==> src/rtl/sobel_window_gen.sv <==
// Streaming 3x3 neighbourhood generator with edge-replicated borders, feeding the Sobel datapath.
// Two line buffers hold the previous two rows; two column registers plus the incoming column form each window.
module sobel_window_gen #(
  parameter int WIDTH  = 5,
  parameter int HEIGHT = 5,
  parameter int PIX_W  = 32
) (
  input  logic                      clk,
  input  logic                      rst_n,
  input  logic                      s_valid,
  output logic                      s_ready,
  input  logic [PIX_W-1:0]          s_data,
  output logic                      m_valid,
  input  logic                      m_ready,
  output logic [9*PIX_W-1:0]        m_win,
  output logic [$clog2(HEIGHT)-1:0] m_row,
  output logic [$clog2(WIDTH)-1:0]  m_col,
  output logic                      m_last,
  output logic                      busy
);
  localparam int RW = $clog2(HEIGHT);
  localparam int CW = $clog2(WIDTH);
  localparam logic [RW-1:0] ROW_MAX = RW'(HEIGHT - 1);
  localparam logic [CW-1:0] COL_MAX = CW'(WIDTH - 1);

  typedef enum logic [1:0] {IDLE, FILL, STREAM, FLUSH} state_t;
  typedef logic [2:0][PIX_W-1:0] col_t;  // [0]=top, [1]=centre, [2]=bottom row

  function automatic logic [9*PIX_W-1:0] pack_win(input col_t c0, input col_t c1, input col_t c2);
    logic [9*PIX_W-1:0] w;
    for (int k = 0; k < 3; k++) begin
      w[(3*k+0)*PIX_W +: PIX_W] = c0[k];
      w[(3*k+1)*PIX_W +: PIX_W] = c1[k];
      w[(3*k+2)*PIX_W +: PIX_W] = c2[k];
    end
    return w;
  endfunction

  state_t             state_q, state_d;
  logic               rdy_en_q;
  logic [RW-1:0]      in_row_q, in_row_d, out_row_q, out_row_d, m_row_q, m_row_d;
  logic [CW-1:0]      in_col_q, in_col_d, out_col_q, out_col_d, m_col_q, m_col_d;
  logic [CW-1:0]      fl_col_q, fl_col_d;
  logic               fl_done_q, fl_done_d, pend_q, pend_d;
  logic               m_valid_q, m_valid_d, m_last_q, m_last_d;
  logic [9*PIX_W-1:0] m_win_q, m_win_d;
  logic [PIX_W-1:0]   lb_top_q [WIDTH];
  logic [PIX_W-1:0]   lb_mid_q [WIDTH];
  col_t               sw1_q, sw2_q, new_col;

  logic          flushing, out_free, has_row, need_out, in_ok, in_acc, fl_go;
  logic          load, emit_pend, emit_src, emit, in_last;
  logic [CW-1:0] col_idx;

  // A column source is either the input pixel stream or, after the last pixel, a replay of the
  // line buffers with the bottom row replicated. pend_q marks the right-border window that still
  // has to be emitted after a row's last column has been loaded.
  always_comb begin
    flushing   = (state_q == FLUSH);
    col_idx    = flushing ? fl_col_q : in_col_q;
    has_row    = flushing || (in_row_q != '0);
    out_free   = !m_valid_q || m_ready;
    need_out   = pend_q || (has_row && (col_idx != '0));
    in_ok      = rdy_en_q && !flushing && (!need_out || out_free);
    in_acc     = s_valid && in_ok;
    fl_go      = flushing && !fl_done_q && (!need_out || out_free);
    load       = (in_acc || fl_go) && has_row;
    emit_pend  = pend_q && out_free;
    emit_src   = load && (col_idx != '0);
    emit       = emit_pend || emit_src;
    in_last    = (in_row_q == ROW_MAX) && (in_col_q == COL_MAX);
    new_col[0] = (!flushing && (in_row_q == RW'(1))) ? lb_mid_q[col_idx] : lb_top_q[col_idx];
    new_col[1] = lb_mid_q[col_idx];
    new_col[2] = flushing ? lb_mid_q[col_idx] : s_data;
  end

  always_comb begin
    state_d = state_q;
    case (state_q)
      IDLE:    if (in_acc) state_d = FILL;
      FILL:    if (in_acc && (in_row_q == RW'(1)) && (in_col_q == CW'(1))) state_d = STREAM;
      STREAM:  if (in_acc && in_last) state_d = FLUSH;
      FLUSH:   if (m_valid_q && m_ready && m_last_q) state_d = IDLE;
      default: state_d = IDLE;
    endcase
  end

  always_comb begin
    in_row_d  = in_row_q;
    in_col_d  = in_col_q;
    fl_col_d  = fl_col_q;
    fl_done_d = fl_done_q;
    pend_d    = pend_q;
    out_row_d = out_row_q;
    out_col_d = out_col_q;
    m_valid_d = m_valid_q && !m_ready;
    m_win_d   = m_win_q;
    m_row_d   = m_row_q;
    m_col_d   = m_col_q;
    m_last_d  = m_last_q;
    if (in_acc) begin
      if (in_col_q == COL_MAX) begin
        in_col_d = '0;
        in_row_d = (in_row_q == ROW_MAX) ? '0 : in_row_q + RW'(1);
      end else begin
        in_col_d = in_col_q + CW'(1);
      end
    end
    if (!flushing) begin
      fl_col_d  = '0;
      fl_done_d = 1'b0;
    end else if (fl_go) begin
      if (fl_col_q == COL_MAX) fl_done_d = 1'b1;
      else                     fl_col_d  = fl_col_q + CW'(1);
    end
    if (emit_pend) pend_d = 1'b0;
    if (load && (col_idx == COL_MAX)) pend_d = 1'b1;
    if (emit) begin
      m_valid_d = 1'b1;
      m_win_d   = emit_pend ? pack_win(sw1_q, sw2_q, sw2_q) : pack_win(sw1_q, sw2_q, new_col);
      m_row_d   = out_row_q;
      m_col_d   = out_col_q;
      m_last_d  = (out_row_q == ROW_MAX) && (out_col_q == COL_MAX);
      if (out_col_q == COL_MAX) begin
        out_col_d = '0;
        out_row_d = (out_row_q == ROW_MAX) ? '0 : out_row_q + RW'(1);
      end else begin
        out_col_d = out_col_q + CW'(1);
      end
    end
  end

  always_ff @(posedge clk) begin
    if (!rst_n) begin
      state_q   <= IDLE;
      rdy_en_q  <= 1'b0;
      in_row_q  <= '0;
      in_col_q  <= '0;
      fl_col_q  <= '0;
      fl_done_q <= 1'b0;
      pend_q    <= 1'b0;
      out_row_q <= '0;
      out_col_q <= '0;
      m_valid_q <= 1'b0;
      m_win_q   <= '0;
      m_row_q   <= '0;
      m_col_q   <= '0;
      m_last_q  <= 1'b0;
    end else begin
      state_q   <= state_d;
      rdy_en_q  <= 1'b1;
      in_row_q  <= in_row_d;
      in_col_q  <= in_col_d;
      fl_col_q  <= fl_col_d;
      fl_done_q <= fl_done_d;
      pend_q    <= pend_d;
      out_row_q <= out_row_d;
      out_col_q <= out_col_d;
      m_valid_q <= m_valid_d;
      m_win_q   <= m_win_d;
      m_row_q   <= m_row_d;
      m_col_q   <= m_col_d;
      m_last_q  <= m_last_d;
    end
  end

  // Column 0 fills both stored columns so the left border replicates without a special case.
  always_ff @(posedge clk) begin
    if (in_acc) begin
      lb_top_q[in_col_q] <= lb_mid_q[in_col_q];
      lb_mid_q[in_col_q] <= s_data;
    end
    if (load) begin
      if (col_idx == '0) begin
        sw1_q <= new_col;
        sw2_q <= new_col;
      end else begin
        sw1_q <= sw2_q;
        sw2_q <= new_col;
      end
    end
  end

  assign s_ready = in_ok;
  assign m_valid = m_valid_q;
  assign m_win   = m_win_q;
  assign m_row   = m_row_q;
  assign m_col   = m_col_q;
  assign m_last  = m_last_q;
  assign busy    = (state_q != IDLE);

endmodule

==> config.mk <==
export PLATFORM = sky130hd
export DESIGN_NAME = sobel_window_gen
export DESIGN_NICKNAME = d
export VERILOG_FILES = /design/src/rtl/sobel_window_gen.sv
export SDC_FILE = /design/constraint.sdc
export NUM_CORES = 1
export LEC_CHECK = 0
export ABC_AREA = 1
export BUFFER_PORTS_ARGS = -buffer_cell sky130_fd_sc_hd__buf_2
export CAP_MARGIN = 30
export CORE_ASPECT_RATIO = 2
export CORE_MARGIN = 5
export CORE_UTILIZATION = 45
export DETAILED_ROUTE_END_ITERATION = 16
export PLACE_DENSITY = 0.71
export SETUP_SLACK_MARGIN = 0.3
export SYNTH_ARGS = -nofsm -noshare
export SYNTH_HDL_FRONTEND = slang
export SYNTH_SLANG_ARGS = --single-unit
==> constraint.sdc <==
create_clock -name clk -period 16.5 [get_ports clk]
set_input_delay 0.825 -clock clk [delete_from_list [all_inputs] [get_ports clk]]
set_output_delay 0.825 -clock clk [all_outputs]
set_load 0.01 [all_outputs]
==> summary.txt <==
Outcome
  – Status: complete, no violations

Power and ir drop
  – Leakage power: 16.87 nW
  – Total chip power: 4.677 mW
  – Worst VDD drop: 80.80 µV
  – PwrDens: 119.6 mW/mm²

Critical path
  – Crit. End Element: flip-flop
  – Crit Path Max Fanout: 94
  – CP Class: reg -> reg
  – CP required: 17,020 ps
  – Worst path arrival time: 6430 ps
  – Startpoint Class: flip-flop

Die
  – Starting Density: 45.42%
  – Die W: 205.9 µm
  – Site Rows: 143
  – Die Area: ~0.083 mm²
  – Ports: 334
  – Core area: approximately 0.076 mm²
  – Die Y: 401.8 µm

Clock network
  – Hold_buf cts: 0
  – Num CTS Buffers: 70
  – CTS max path bufs: 3
  – Post-CTS sizing: 0
  – CTS tree: yes
  – H-tree Lvls: 3
  – Setup bufs post-CTS: 0
  – Clock sinks: between 800 and 900
  – Worst-path clk slew: 70 ps
  – Worst skew pair latency: 640 ps
  – Root Buffer: clkbuf_16

Routing
  – Total iterations of the first detailed-routing run: 8
  – Drt via density: 5.359
  – Drt wl/cell: 20.71 µm
  – DRT antenna net count: 0
  – Via Count: roughly 27k
  – DRT Wirelength: 105,000 µm
  – Initial drt markers: 2,705
  – DRC Markers: 0

Synthesis
  – Synth warn: 0
  – Asr flop ratio synth: 0%
  – Register area share after synthesis: 63.00%
  – Syn_nets: 3,824
  – Mapped cell area: 0.03454 mm²
  – Synth unique cells: 36
  – Yosys reg bits: 831
  – Average size of a mapped cell: 9.159 µm²
  – Main synth FF type: edfxtp_1
  – Cells after synthesis: 3,771
  – Number of flops mapped to enable cells by yosys: 512

STA
  – Final hold viol count: 0
  – RSZ-0062 raised after global routing: false
  – Endpoints failing setup: 0
  – Pins Over Slew Limit: 0
  – Maximum clock rate: 169.0 MHz
  – Fin Setup TNS: 0 ps
  – Worst slew pin tran: about 1000 ps
  – Max-slew headroom: 31.20%
  – Fin crit period: 5916 ps
  – Hold slack: between 400 and 500 ps
  – Fin Clk Skew: 18.40 ps
  – Period utilisation layout: 35.85%

Global routing
  – Largest net degree at the start of global routing: 132
  – M1 GR Usage: approximately 31%
  – First-pass GRT wire length: 156,700 µm
  – Vias in the first global route: between 20k and 30k
  – Met2 Track Usage GR: 40.29%
  – Top Usage Layer GRT: met2
  – Met3 Use GR: 5.350%
  – GRT overflow: 0
  – Initial antenna violation count: 19
  – GRT Util Overall: around 25%

Place
  – Buffers added on ports: 333
  – Routability cong.: about 0.9
  – Post-Place Cells: 4,922
  – Post-DP Area: approximately 0.037 mm²
  – Final HPWL DP: 68,850 µm

Cells and area
  – Final non-filler cell total: ~5k
  – Most common cell after layout, fill and taps aside: nand2_1
  – Layout area overhead: 13.23%
  – Commonest non-fill, non-tap cells in the layout: nand2_1 (983), nor2_1 (693), edfxtp_1 (512)
  – Fin nets: 4,036
  – Fin area: 0.03911 mm²
  – Proportion of layout cells with a drive suffix above 1: 13.24%

Worst hold path
  – HP Class: in -> reg

Job
  – Max-cap viol count: 0
-- kinds of logic after synthesis --
logic type,count (synthesis),share of synthesized area (%)
AO/OA/AOI/OAI,508,7.651
adder cells (fa/ha/maj),17,0.6158
buffers and inverters,418,5.593
flip-flops,831,63.00
XOR/XNOR,2,0.05072
AND/OR/NAND/NOR,1995,23.09
-- area by class of cell --
| class | count | area [µm²] |
|---|---|---|
| clock buffer | 100 | 2072 |
| antenna | 12 | 30.03 |
| inverter | 185 | 708.2 |
| multi-input combinational | 2522 | 10930 |
| fill | 6835 | 36930 |
| tap | 1015 | 1270 |
| clock inverter | 29 | 259.0 |
| sequential | 831 | 21760 |
| timing repair buffer | 373 | 2076 |
-- metal layers --
layer	wire length (µm)	share of wire (%)
met5	47	0.045
met2	49650	47
met3	9794	9.3
met1	39690	38
met4	5767	5.5
-- cell usage after synthesis (3+ instances only) --
cell	n	area [µm²]
edfxtp_1	512	15370
a21oi_1	24	120.1
o21ai_1	51	255.2
nor3_1	3	15.01
nand2_2	3	18.77
inv_1	177	664.4
inv_2	5	18.77
clkbuf_1	142	533.0
buf_2	19	95.09
o21ai_0	378	1892
ha_1	17	212.7
buf_4	25	187.7
o211ai_1	20	150.1
or2_2	25	156.4
buf_6	32	360.4
nand3_1	268	1341
nand2_1	986	3701
nor2_1	698	2620
o22ai_1	29	181.4
dfxtp_1	319	6386
nand4_1	3	18.77
buf_1	15	56.30
a31oi_1	3	18.77
-- final timing paths --
path	endpoint	start	depth (start not counted)	slack, ps
worst max-delay path	m_win[265]$_SDFFE_PN0P_	state_q[0]$_SDFFE_PN0P_	15	10580
worst min-delay path	lb_mid_q[2][2]$_DFFE_PP_	s_data[2]	1	430
worst max register to register	m_win[265]$_SDFFE_PN0P_	state_q[0]$_SDFFE_PN0P_	15	10580
worst min register to register	m_win[111]$_SDFFE_PN0P_	sw1_q[47]$_DFFE_PP_	2	470
-- metrics by stage --
stage	setup slack (ps)	util [%]
after floorplan	4941	-
after global routing	10140	51.39
after detailed placement	10670	48.21
after CTS	10700	51.27
final	10580	51.43
after global placement	10840	48.13
-- critical path, stage by stage, from the launching register on --
cell	delay (ps)
dfxtp_1	360
ha_2	330
inv_4	390
nand2_1	160
nand2_4	370
nand3_4	580
nand2_2	280
nand4_1	450
nand2_2	240
nand3_4	140
nand2_8	500
buf_4	750
buf_4	830
nand3_1	140
nand2_1	110
nor2_1	50
-- report_power, final --
part | switching [mW] | leakage [nW] | internal, mW
Clock | 0.752 | 1.15 | 0.944
Sequential | 0.0174 | 7.20 | 2.30
Combinational | 0.507 | 8.52 | 0.158
-- registers in the layout, summed over array words and instances (netlist names), named ones only --
signal     count
pend_q         1
m_win        288
out_row_q      3
sw1_q         96
out_col_q      3
state_q        2
fl_done_q      1
m_row          3
sw2_q         96
in_row_q       3
rdy_en_q       1
m_last         1
m_valid        1
lb_top_q     160
lb_mid_q     160
in_col_q       3
fl_col_q       3
m_col          3
Power figures use the tool's default switching activity.
